File: src/rtl/uart_frame_ctrl.sv
// UART command-frame parser: collects opcode, 24-bit address and optional 32-bit
// write data from a byte stream and presents one DDR command with valid/ready.
module uart_frame_ctrl #(
  parameter int         TIMEOUT_CYC = 1000,
  parameter logic [7:0] OP_WR       = 8'hA5,
  parameter logic [7:0] OP_RD       = 8'h5A
) (
  input  logic        i_clk,
  input  logic        i_rst,
  input  logic [7:0]  i_rx_data,
  input  logic        i_rx_valid,
  input  logic        i_cmd_ready,
  output logic        o_cmd_valid,
  output logic        o_cmd_we,
  output logic [23:0] o_cmd_addr,
  output logic [31:0] o_cmd_wdata,
  output logic        o_busy,
  output logic        o_err
);

  localparam logic [1:0] ST_IDLE  = 2'd0;
  localparam logic [1:0] ST_ADDR  = 2'd1;
  localparam logic [1:0] ST_DATA  = 2'd2;
  localparam logic [1:0] ST_ISSUE = 2'd3;

  localparam int             TW       = $clog2(TIMEOUT_CYC + 1);
  // Fires on the idle cycle that would bring the count up to TIMEOUT_CYC.
  localparam logic [TW-1:0]  TMO_LAST = TW'(TIMEOUT_CYC - 1);

  logic [1:0]    state_reg;
  logic [1:0]    byte_cnt_reg;
  logic [TW-1:0] tmo_cnt_reg;
  logic          we_reg;
  logic [23:0]   addr_reg;
  logic [31:0]   wdata_reg;
  logic          err_reg;

  always_ff @(posedge i_clk or negedge i_rst) begin
    if (!i_rst) begin
      state_reg    <= ST_IDLE;
      byte_cnt_reg <= 2'd0;
      tmo_cnt_reg  <= '0;
      we_reg       <= 1'b0;
      addr_reg     <= 24'd0;
      wdata_reg    <= 32'd0;
      err_reg      <= 1'b0;
    end else begin
      err_reg <= 1'b0;
      case (state_reg)
        ST_IDLE: begin
          if (i_rx_valid) begin
            if (i_rx_data == OP_WR || i_rx_data == OP_RD) begin
              we_reg       <= (i_rx_data == OP_WR);
              byte_cnt_reg <= 2'd0;
              tmo_cnt_reg  <= '0;
              state_reg    <= ST_ADDR;
            end else begin
              err_reg <= 1'b1;
            end
          end
        end

        ST_ADDR, ST_DATA: begin
          // An arriving byte always takes priority over a coincident timeout.
          if (i_rx_valid) begin
            tmo_cnt_reg <= '0;
            if (state_reg == ST_ADDR) begin
              addr_reg <= {addr_reg[15:0], i_rx_data};
              if (byte_cnt_reg == 2'd2) begin
                byte_cnt_reg <= 2'd0;
                state_reg    <= we_reg ? ST_DATA : ST_ISSUE;
              end else begin
                byte_cnt_reg <= byte_cnt_reg + 2'd1;
              end
            end else begin
              wdata_reg <= {wdata_reg[23:0], i_rx_data};
              if (byte_cnt_reg == 2'd3) begin
                byte_cnt_reg <= 2'd0;
                state_reg    <= ST_ISSUE;
              end else begin
                byte_cnt_reg <= byte_cnt_reg + 2'd1;
              end
            end
          end else if (tmo_cnt_reg == TMO_LAST) begin
            tmo_cnt_reg <= '0;
            err_reg     <= 1'b1;
            state_reg   <= ST_IDLE;
          end else begin
            tmo_cnt_reg <= tmo_cnt_reg + TW'(1);
          end
        end

        default: begin
          // ISSUE: payload is frozen; any byte here is an overrun and is dropped.
          if (i_rx_valid) begin
            err_reg <= 1'b1;
          end
          if (i_cmd_ready) begin
            state_reg <= ST_IDLE;
          end
        end
      endcase
    end
  end

  assign o_cmd_valid = (state_reg == ST_ISSUE);
  assign o_busy      = (state_reg != ST_IDLE);
  assign o_cmd_we    = we_reg;
  assign o_cmd_addr  = addr_reg;
  assign o_cmd_wdata = wdata_reg;
  assign o_err       = err_reg;

endmodule

File: config.mk
export PLATFORM = sky130hd
export DESIGN_NAME = uart_frame_ctrl
export DESIGN_NICKNAME = d
export VERILOG_FILES = /design/src/rtl/uart_frame_ctrl.sv
export SDC_FILE = /design/constraint.sdc
export NUM_CORES = 1
export LEC_CHECK = 0
export ABC_AREA = 1
export CAP_MARGIN = 5
export CORE_MARGIN = 5
export CORE_UTILIZATION = 51
export CTS_CLUSTER_SIZE = 20
export DETAILED_ROUTE_END_ITERATION = 10
export GPL_TIMING_DRIVEN = 0
export PLACE_DENSITY = 0.8
export SLEW_MARGIN = 20
export SYNTH_ARGS = -nofsm -noshare
export SYNTH_HDL_FRONTEND = slang
export SYNTH_SLANG_ARGS = --single-unit
export TNS_END_PERCENT = 50
File: constraint.sdc
create_clock -name i_clk -period 2.5 [get_ports i_clk]
set_clock_uncertainty 0.15 [all_clocks]
set_input_delay 0.25 -clock i_clk [delete_from_list [all_inputs] [get_ports i_clk]]
set_output_delay 0.25 -clock i_clk [all_outputs]
set_load 0.005 [all_outputs]
* Yosys cells after proc, flatten, opt, wreduce, memory -nomap -nowiden
Index checks and enable logic that the tools add are counted.
** Cells by class
- $add $sub $neg :: 2
- Equal/unequal tests :: 14
- Multiplexer cells :: 28
- Bitwise logic cells :: 1
- Reduce and logical (&&, ||, !) cells :: 12
** Operators by type and width (count)
- 10-bit 2-to-1 mux :: 4
- 2-bit 2-to-1 mux :: 14
- 10-bit case mux with 2 select lines :: 1
- 3-bit AND reduction :: 4
- 10-bit by 1-bit adder with 10-bit output (second input constant) :: 1
- 10-bit == test (second input constant) :: 1
- 2-bit == test (second input constant) :: 4
- 8-bit by 7-bit == test with 1-bit output (second input constant) :: 1
- 8-bit == test (second input constant) :: 1
- 4-bit != test (second input constant) :: 2
- 2-bit case mux with 2 select lines :: 2
- 1-bit 2-to-1 mux :: 6
- 2-bit != test (second input constant) :: 3
- 6-bit AND reduction :: 1
- 4-bit AND reduction :: 1
- 2-bit nonzero test :: 2
- 3-bit != test (second input constant) :: 1
- 3-bit nonzero test :: 1
- 2-bit by 1-bit adder with 2-bit output (second input constant) :: 1
- 2-bit by 1-bit == test with 1-bit output (second input constant) :: 1
- 2-bit zero test :: 1
- 1-bit case mux with 2 select lines :: 1
- 2-bit OR reduction :: 1
- 1-bit logical OR :: 1
- 1-bit NOT :: 1
** Word-level totals
- Flip-flop bits (word level) :: 72
- Input port bits :: 12
- Output and inout bits :: 60
- Logic and storage cells :: 64

* Longest topological paths before layout
Gate-level depths: netlist (run 1).
- Depth after elaboration :: 5
- Mapped depth :: 11
- Mapped depth without buffers :: 10

* Worst setup path after synthesis (run 1)
No wires, ideal clock.
- Path type :: register to register
- From :: register state_reg[0]
- To :: register addr_reg[10], in the netlist o_cmd_addr[10]
- Setup time :: 0.125 ns
- Data arrival time :: 1.529 ns
- Required time :: 2.225 ns
- Path slack :: 0.695 ns
- Cell stages (with the launch flop) :: 9
- Buffers on the path :: 2
- Clock period less this slack :: 1.805 ns
- Cell sequence :: dfrtp_1 -> inv_1 -> ha_1 -> buf_4 -> nand2_4 -> clkinv_4 -> nand2_4 -> buf_6 -> mux2_4
** On the way
- Word-level cells in the longest chain between the ends :: 3
- Elaborated cells between the ends (all ways) :: 4
- Classes of those cells :: eq/ne: 2; reduce/logical: 2
** RTL lines
- start: declaration :: line 30 : logic [1:0] state_reg;
- start signal: assignment :: line 71 : state_reg <= we_reg ? ST_DATA : ST_ISSUE;
- 2-bit by 1-bit == test with 1-bit output or 2-bit == test (tied branches) :: line 49, 67
- 2-bit OR reduction :: line 49 : case (state_reg)
- 3-bit AND reduction (no line) *
- end signal: assignment :: line 68 : addr_reg <= {addr_reg[15:0], i_rx_data};
- end: declaration :: line 34 : logic [23:0] addr_reg;
Every way passes the cells marked *; elsewhere a longest branch is shown, timed or not.
A chain may end at the register's enable or synchronous reset.

* Final worst setup path (run 1)
- From :: register state_reg[0]
- To :: output port o_busy
** On the way
- Word-level cells in the longest chain between the ends :: 1
** RTL lines
- 2-bit nonzero test :: line 107 : assign o_busy = (state_reg != ST_IDLE);
- end: declaration :: line 17 : output logic o_busy,
Every way passes these cells.

==> impl_metrics.tcl, run 1 <==
set metrics [dict create \
    htreeDepth 3 \
    seq_area_um2 1802 \
    synth_area_leaders "dfrtp_1 (52%), mux2_4 (17%), nand2_1 (6.4%)" \
    die_y_um 92.07 \
    yosys_warnings 0 \
    placementRows 30 \
    post_cts_buffers 0 \
    period_share_pct 82.43 \
    timing.rr.end "o_cmd_addr[12]" \
    synthMuxAreaShare_pct 17.27 \
    setup_viol_count_final 0 \
    crit_path_start_kind "flop" \
    dp_hpwl_um 5448 \
    start_util_pct 51.40 \
    antenna_found_initial 0 \
    cts_buffers 9 \
    ir_worst_vdd_mv 0.6910 \
    synth_edf_count 0 \
    synth_cells 311 \
    dr_total_vias 2416 \
    rrSetupSlack_ns 0.56 \
    cts_max_path_buffers 2 \
    fin_crit_ns 2.061 \
    drv_cap 0 \
    multiInputGateArea_um2 1423 \
    avgRoutedWirePerCell_um 14.86 \
    status "finished clean" \
    ys_seq_area_share_pct 52.46 \
    dieArea_um2 8476 \
    min_path_cells 4 \
    synth_seq_cells 72 \
    ff2ff_path_depth 8 \
    synth_ff_type "dfrtp_1" \
    largest_reg_flops 32 \
    synth-compound-area-share_pct 6.412 \
    io_pins 72 \
    worstPathRequired_ns 2.10 \
    syn_area_um2 3435 \
    grt_pass1_vias 2470 \
    die-width_um 92.07 \
    slew_headroom_pct 77.06 \
    detail-route-antenna-nets 0 \
    power_density_nw_per_um2 1223 \
    cp_max_fo 4 \
    yosysMostFrequentCell "dfrtp_1" \
    grt_pass1_wl_um 12160 \
    worst_slack_ns 0.4394 \
    synth.distinct_cells 29 \
    core_um2 6681 \
    drtIter0Drc 108 \
    timing.rr.start "state_reg[0]" \
    hold_path.class "in2reg" \
    hold_violations 0 \
    final_nets 414 \
    crit_type "reg2out" \
    overflow 0 \
    synth_top_cells_by_count "dfrtp_1 (72), nand2_1 (59), mux2_4 (38)" \
    area.growth.synth_to_final_pct 30.35 \
    drive_gt1_share_pct 21.80 \
    avgSynthCellArea_um2 11.04 \
    drt-total-wl_um 7120 \
    via_per_inst 5.044 \
    yosysTopAreaCell "dfrtp_1" \
    maxSlewViolCount 0 \
    worst_slew_pin_slew_ns 0.3440 \
    min_to "tmo_cnt_reg[6]" \
    leakagePower_nw 2.250 \
    clockRootBuffer "clkbuf_8" \
    route.detailed.drc 0 \
    port_buffers 70 \
    synth-xor-area-share_pct 0.2550 \
    place.gp.congestion 0.8918 \
    grt_usage_pct 18.27 \
    syn_nets 331 \
    clock.fmax_ghz 0.4853 \
    hp-start "i_rx_valid" \
    fillerInstances 524 \
    ys_async_sr_fraction_pct 100.0 \
    yosysTopAreaCellShare_pct 52.46 \
    clock_sinks 72 \
    cts_tree "done" \
    synth_top_family_by_area "multiplexers" \
    pre_cts_ws_ns 0.5607 \
    whs_ns 0.09573 \
    finish.utilization_pct 67.00 \
    rsz0062_at_grt "false" \
    clock_latency_ns 0.34 \
    end_kind "primary output" \
    clk_pin_slew_ns 0.07 \
    grt_start_max_net_pins 48 \
    firstDrtPassIters 4 \
    arrival_ns 1.66 \
    synth_adder_area_share_pct 2.914 \
    diodes 0 \
    synth_simple_gate_area_share_pct 14.57 \
]
==> cell families (layout without fill, tap and decap cells) <==
logic type,after synthesis,after routing
DFF,72,72
adders and majority gates,8,8
and+or+nand+nor,112,112
AOI/OAI and AO/OA,39,39
xor gates and xnor gates,1,1
buffers and inverters,39,127
muxes,40,40
==> layout make-up <==
class,count,share of cell area [%]
Clock buffer,12,3.466
Sequential cell,72,40.25
Multi-Input combinational cell,200,31.78
Timing Repair Buffer,72,16.43
Clock inverter,4,1.146
Inverter,29,2.543
Buffer,10,2.152
Tap cell,80,2.236
==> placed cells by master (no fill, tap or decap), types with 2 or more instances in the layout <==
cell,Yosys,final
a21oi_2,4,4
mux2_4,38,38
o21ai_0,27,27
nand2_4,4,4
buf_4,2,3
buf_6,5,5
dfrtp_1,72,72
nor2_1,22,22
buf_2,2,2
clkbuf_8,0,11
nand2_1,59,59
mux2_2,2,2
nor3_1,2,2
o21ai_1,4,4
ha_1,8,8
inv_2,6,6
nand3_1,18,18
inv_1,22,22
clkdlybuf4s50_1,0,69
nand2_2,3,3
==> worst max-delay path by stage <==
stage / start / endpoint / slack [ns] / cells past startpoint
5_1_grt: state_reg[0] / o_busy / 0.32 / 4
4_1_cts: state_reg[0] / o_busy / 0.42 / 4
6_report: state_reg[0] / o_busy / 0.44 / 4
3_5_place_dp: state_reg[0] / o_cmd_addr[12] / 0.56 / 8
2_1_floorplan: state_reg[0] / o_cmd_addr[10] / 0.70 / 8
3_3_place_gp: i_rst / tmo_cnt_reg[7] / -1.32 / 1
==> metrics by stage <==
stage                     power, mW  std cells  setup TNS (ns)  cell area, um^2
final                         5.477        479               0             4477
after detailed placement      4.586        462               0             4260
after CTS                     5.541        479               0             4477
after global placement        4.470        461          -94.56             4235
after global routing          5.839        479               0             4477
after floorplan               3.366        311               0             3435
==> worst max-delay path, cell delays in order (launching register included) <==
cell	delay, ns
dfrtp_1	0.40
inv_1	0.06
ha_1	0.24
inv_1	0.11
clkdlybuf4s50_1	0.51
==> where the power goes <==
part	leakage (nW)	switching, mW	internal, mW
clock	0.103	0.425	0.518
sequential	0.928	0.370	1.64
combinational	1.22	0.960	1.57
==> what timing repair did <==
item	in CTS	in global routing
gates resized for setup	0	0
hold endpoints to repair	36	0
hold buffers	1	0
==> layer usage <==
layer	vias to the layer above	track usage [%]	part of all wire, %
li1	1185	-	-
met1	1164	22.92	43
met2	63	30.29	51
met3	4	5.414	4.5
met4	0	5.941	1.0
met5	-	0	0
Power figures use the tool's default switching activity.
==> inputs of run 2 (changes only) <==
==> constraint.sdc (replaced) <==
create_clock -name i_clk -period 2.1 [get_ports i_clk]
set_clock_uncertainty 0.15 [all_clocks]
set_input_delay 0.21 -clock i_clk [delete_from_list [all_inputs] [get_ports i_clk]]
set_output_delay 0.21 -clock i_clk [all_outputs]
set_load 0.005 [all_outputs]
==> impl_metrics.tcl, run 2 (synthesis gave the netlist of run 1 again) <==
set metrics [dict create \
    status "finished clean" \
    final_nets 414 \
    clock_sinks 72 \
    die_y_um 92.07 \
    dr_total_vias 2417 \
    antenna_found_initial 0 \
    fin_area_um2 4477 \
    clockRootBuffer "clkbuf_8" \
    overflow 0 \
    cts_tree "done" \
    layout_commonest_cell "dfrtp_1" \
    grt_pass1_wl_um 12160 \
    rsz0062_at_grt "false" \
    layout_common_cells "dfrtp_1 (72), clkdlybuf4s50_1 (69), nand2_1 (59), mux2_4 (38), o21ai_0 (27)" \
    via_per_inst 5.046 \
    drv_cap 0 \
    largest_reg_flops 32 \
    period_share_pct 95.11 \
    detail-route-antenna-nets 0 \
    worst_slew_pin_slew_ns 0.3440 \
    setup_viol_count_final 0 \
    hold_path.class "in2reg" \
    io_pins 72 \
    start_util_pct 51.40 \
    htreeDepth 3 \
    die-width_um 92.07 \
    hold_violations 0 \
    dr.max_layer_used "met4" \
    drive_gt1_share_pct 22.06 \
    dpl_cell_area_um2 4260 \
    wl_met2_um 3626 \
    met1Wirelength_um 3075 \
    end_kind "primary output" \
    avgRoutedWirePerCell_um 14.82 \
    worstPathRequired_ns 1.74 \
    crit_type "reg2out" \
    cts_buffers 9 \
    ir_worst_vdd_mv 0.8241 \
    cts_max_path_buffers 2 \
    route.detailed.drc 0 \
    fin_crit_ns 1.997 \
    clk_pin_slew_ns 0.07 \
    core_um2 6681 \
    maxSlewViolCount 0 \
    dp_hpwl_um 5448 \
    clock.fmax_ghz 0.5007 \
    cp_max_fo 4 \
    grt_start_max_net_pins 48 \
    crit_path_start_kind "flop" \
    grt_pass1_vias 2470 \
    clock_latency_ns 0.34 \
    drtIter0Drc 98 \
    arrival_ns 1.64 \
    area.growth.synth_to_final_pct 30.35 \
    slew_headroom_pct 77.06 \
    firstDrtPassIters 4 \
    placementRows 30 \
    leakagePower_nw 2.249 \
    post_cts_buffers 0 \
    port_buffers 70 \
    diodes 0 \
    drt-total-wl_um 7100 \
    route.met3.wl_um 326 \
    whs_ns 0.05153 \
    dieArea_um2 8476 \
    grt_usage_pct 18.27 \
    power_density_nw_per_um2 1457 \
    place.gp.congestion 0.8918 \
]
==> run 2: cell counts in the layout (fill, tap and decap cells not counted) <==
Identical to the previous run, type by type.
==> run 2: routing by layer <==
layer,track usage [%],vias up
met4,5.941,0
met1,22.92,1165
li1,-,1184
met2,30.29,64
met5,0,-
met3,5.414,4
==> run 2: metrics by stage <==
stage | power (mW) | instances | worst slack [ns] | TNS [ns] | util (%)
after floorplan | 4.008 | 311 | 0.2955 | 0 | -
after global placement | 5.321 | 461 | -1.678 | -120.48 | 63.39
after detailed placement | 5.460 | 462 | 0.1607 | 0 | 63.76
after CTS | 6.596 | 479 | 0.06228 | 0 | 67.00
after global routing | 6.953 | 479 | 0.007326 | 0 | 67.00
final | 6.523 | 479 | 0.1028 | 0 | 67.00
==> run 2: path summary, 6_finish.rpt <==
| check | from | to | slack (ns) | depth (start not counted) |
|---|---|---|---|---|
| setup / recovery | state_reg[0] | o_busy | 0.10 | 4 |
| hold / removal | i_rx_valid | tmo_cnt_reg[6] | 0.05 | 4 |
| setup reg to reg | state_reg[0] | o_cmd_addr[12] | 0.16 | 8 |
| hold reg to reg | o_cmd_addr[16] | o_cmd_addr[16] | 0.36 | 1 |
| max in group asynchronous | i_rst | tmo_cnt_reg[1] | 1.10 | 3 |
| min in group asynchronous | i_rst | o_cmd_addr[22] | 0.16 | 2 |
==> run 2: where the power goes <==
part | internal, mW | leakage (nW) | switching (mW)
Sequential | 1.95 | 0.928 | 0.442
Clock | 0.616 | 0.103 | 0.503
Combinational | 1.87 | 1.22 | 1.15
==> run 2: worst max-delay path: stages, from the launching register on <==
cell and delay, ns:
dfrtp_1 0.40, inv_1 0.06, ha_1 0.25, inv_2 0.09
clkdlybuf4s50_1 0.50
==> run 2: timing repair <==
item / 4_1_cts / 5_1_grt
setup endpoints to repair: 0 / 1
hold endpoints to repair: 72 / 0
gates resized for setup: 0 / 1
hold buffers: 1 / 0
==> run 2: final cells by class <==
cell class	count	area [um^2]
fillers	524	2205
flip-flops and latches	72	1802
multi-input cells	200	1423
repair buffers	72	735.7
clock buffers	12	155.1
inverters	29	113.9
well taps	80	100.1
plain buffers	10	96.34
clock inverters	4	51.30
==> inputs of run 3 (changes only) <==
--- a/config.mk
+++ b/config.mk
@@ -5,10 +5,10 @@
 export SDC_FILE = /design/constraint.sdc
 export NUM_CORES = 1
 export LEC_CHECK = 0
-export ABC_AREA = 1
+export ABC_AREA = 0
 export CAP_MARGIN = 5
 export CORE_MARGIN = 5
-export CORE_UTILIZATION = 51
+export CORE_UTILIZATION = 50
 export CTS_CLUSTER_SIZE = 20
 export DETAILED_ROUTE_END_ITERATION = 10
 export GPL_TIMING_DRIVEN = 0
==> impl_metrics.tcl, run 3 <==
set metrics [dict create \
    seq_area_um2 1802 \
    grt_pass1_vias 2299 \
    worstPathRequired_ns 2.24 \
    yosysTopAreaCellShare_pct 56.65 \
    synth.distinct_cells 37 \
    grt_start_max_net_pins 56 \
    syn_area_um2 3181 \
    power_density_nw_per_um2 1535 \
    leakagePower_nw 1.924 \
    crit_path_start_kind "flop" \
    avgRoutedWirePerCell_um 16.36 \
    via_per_inst 5.426 \
    place.gp.congestion 0.8607 \
    ys_seq_area_share_pct 56.65 \
    cts_tree "done" \
    drive_gt1_share_pct 31.12 \
    io_pins 72 \
    rsz0062_at_grt "true" \
    clock.fmax_ghz 0.4790 \
    crit_buf_inv 2 \
    end_kind "flop" \
    synth_top_family_by_area "multiplexers" \
    status "finished clean" \
    drv_cap 0 \
    ir_worst_vdd_mv 1.058 \
    die_y_um 89.76 \
    dp_hpwl_um 4794 \
    cts_buffers 9 \
    antenna_found_initial 0 \
    route.detailed.drc 0 \
    start_util_pct 50.67 \
    maxSlewViolCount 0 \
    hold_path.class "in2async" \
    setup_viol_count_final 0 \
    finalPower_mw 6.601 \
    clk_pin_slew_ns 0.08 \
    crit_family "simple AND/OR/NAND/NOR gates" \
    core_um2 6277 \
    finish.utilization_pct 68.49 \
    fin_crit_ns 2.088 \
    layout_commonest_cell "dfrtp_1" \
    drtIter0Drc 75 \
    cts_max_path_buffers 2 \
    synth_area_leaders "dfrtp_1 (57%), mux2_2 (20%), ha_1 (3.1%)" \
    fillerInstances 464 \
    detail-route-antenna-nets 0 \
    worst_path_max_delay_cell "or3_4" \
    port_buffers 71 \
    avgSynthCellArea_um2 13.31 \
    critical_path.cell_chain "inv_1 -> ha_1 -> buf_6 -> nor2b_4 -> o31ai_4 -> or3_4 -> o32ai_2 -> a21o_1" \
    yosysTopAreaCell "dfrtp_1" \
    arrival_ns 2.22 \
    cp_max_fo 10 \
    overflow 0 \
    dr_total_vias 2214 \
    period_share_pct 99.41 \
    fin_setup_tns_ns 0 \
    area.growth.synth_to_final_pct 35.17 \
    dieArea_um2 8056 \
    drt-total-wl_um 6676 \
    slew_headroom_pct 76.88 \
    worst_slack_ns 0.01243 \
    grt_usage_pct 17.26 \
    crit_type "reg2reg" \
    largest_reg_flops 32 \
    synth_seq_cells 72 \
    clockRootBuffer "clkbuf_8" \
    synth-compound-area-share_pct 7.632 \
    clock_latency_ns 0.34 \
    dpl_cell_area_um2 4013 \
    slowest_delay_ns 0.40 \
    multiInputGateArea_um2 1314 \
    synth_cells 239 \
    synth_top_cells_by_count "dfrtp_1 (72), mux2_2 (57), nand2_1 (12)" \
    firstDrtPassIters 4 \
    die-width_um 89.76 \
    diodes 0 \
    hold_violations 0 \
    htreeDepth 3 \
    worst_slew_pin_slew_ns 0.3442 \
    fin_area_um2 4299 \
    final_nets 346 \
    clock_sinks 72 \
    placementRows 29 \
    synth_simple_gate_area_share_pct 8.615 \
    yosys_warnings 0 \
    yosysMostFrequentCell "dfrtp_1" \
    grt_pass1_wl_um 11380 \
    synth-xor-area-share_pct 0 \
    pre_cts_ws_ns -0.1070 \
    ys_async_sr_fraction_pct 100.0 \
    synth_adder_area_share_pct 3.147 \
    synth_edf_count 0 \
    syn_nets 259 \
    layout_common_cells "dfrtp_1 (72), clkdlybuf4s50_1 (69), mux2_2 (57), nand2_1 (12), clkbuf_8 (11)" \
    synth_ff_type "dfrtp_1" \
    synthMuxAreaShare_pct 21.16 \
]
[run 3: through the flow]
stage	hold WS, ns	instances
after floorplan	-0.2356	239
after global placement	0.3375	387
after detailed placement	-0.04261	388
after CTS	0.1294	407
after global routing	0.1553	408
final	0.1308	408
[run 3: final cells by class]
class / instances / area share, %
Sequential cell: 72 / 41.91
Multi-Input combinational cell: 147 / 30.56
Timing Repair Buffer: 77 / 18.02
Clock buffer: 11 / 3.289
Tap cell: 77 / 2.241
Buffer: 10 / 1.892
Clock inverter: 5 / 1.310
Inverter: 9 / 0.7858
[run 3: worst paths after layout]
path | from | to | slack, ns | cells past startpoint
worst max-delay path | state_reg[0] | tmo_cnt_reg[9] | 0.01 | 8
worst min-delay path | i_rst | o_cmd_addr[18] | 0.13 | 2
worst max register to register | state_reg[0] | tmo_cnt_reg[9] | 0.01 | 8
worst min register to register | o_cmd_addr[20] | o_cmd_addr[20] | 0.36 | 1
max in group asynchronous | i_rst | o_cmd_wdata[6] | 1.13 | 3
min in group i_clk | o_cmd_addr[20] | o_cmd_addr[20] | 0.36 | 1
[run 3: power breakdown]
| group | switching (mW) | internal, mW |
|---|---|---|
| Sequential | 0.417 | 1.99 |
| Clock | 0.507 | 0.579 |
| Combinational | 1.15 | 1.96 |
| Total | 2.07 | 4.53 |
[run 3: worst reg2reg max path, cell delays in order (launching register included)]
cell,delay [ns]
dfrtp_1,0.37
inv_1,0.07
ha_1,0.31
buf_6,0.14
nor2b_4,0.16
o31ai_4,0.11
or3_4,0.40
o32ai_2,0.21
a21o_1,0.11
[run 3: logic make-up after synthesis]
| logic type | count (synthesis) |
|---|---|
| compound gates | 33 |
| simple gates | 46 |
| fa+ha+maj | 8 |
| flops | 72 |
| mux | 60 |
| buf+inv | 20 |
[run 3: metal layers]
metal / global-route usage [%] / wire (um) / vias to the layer above
li1: - / - / 1037
met1: 22.68 / 2972 / 1092
met2: 26.04 / 3109 / 73
met3: 5.927 / 475 / 12
met4: 7.179 / 119 / 0
met5: 0 / 0 / -
[run 3: timing repair]
action,4_1_cts,5_1_grt
resized for setup,8,10
hold buffers,1,0
setup buffers,2,2
setup endpoints to repair,11,56
gates cloned,0,0
hold endpoints to repair,72,0
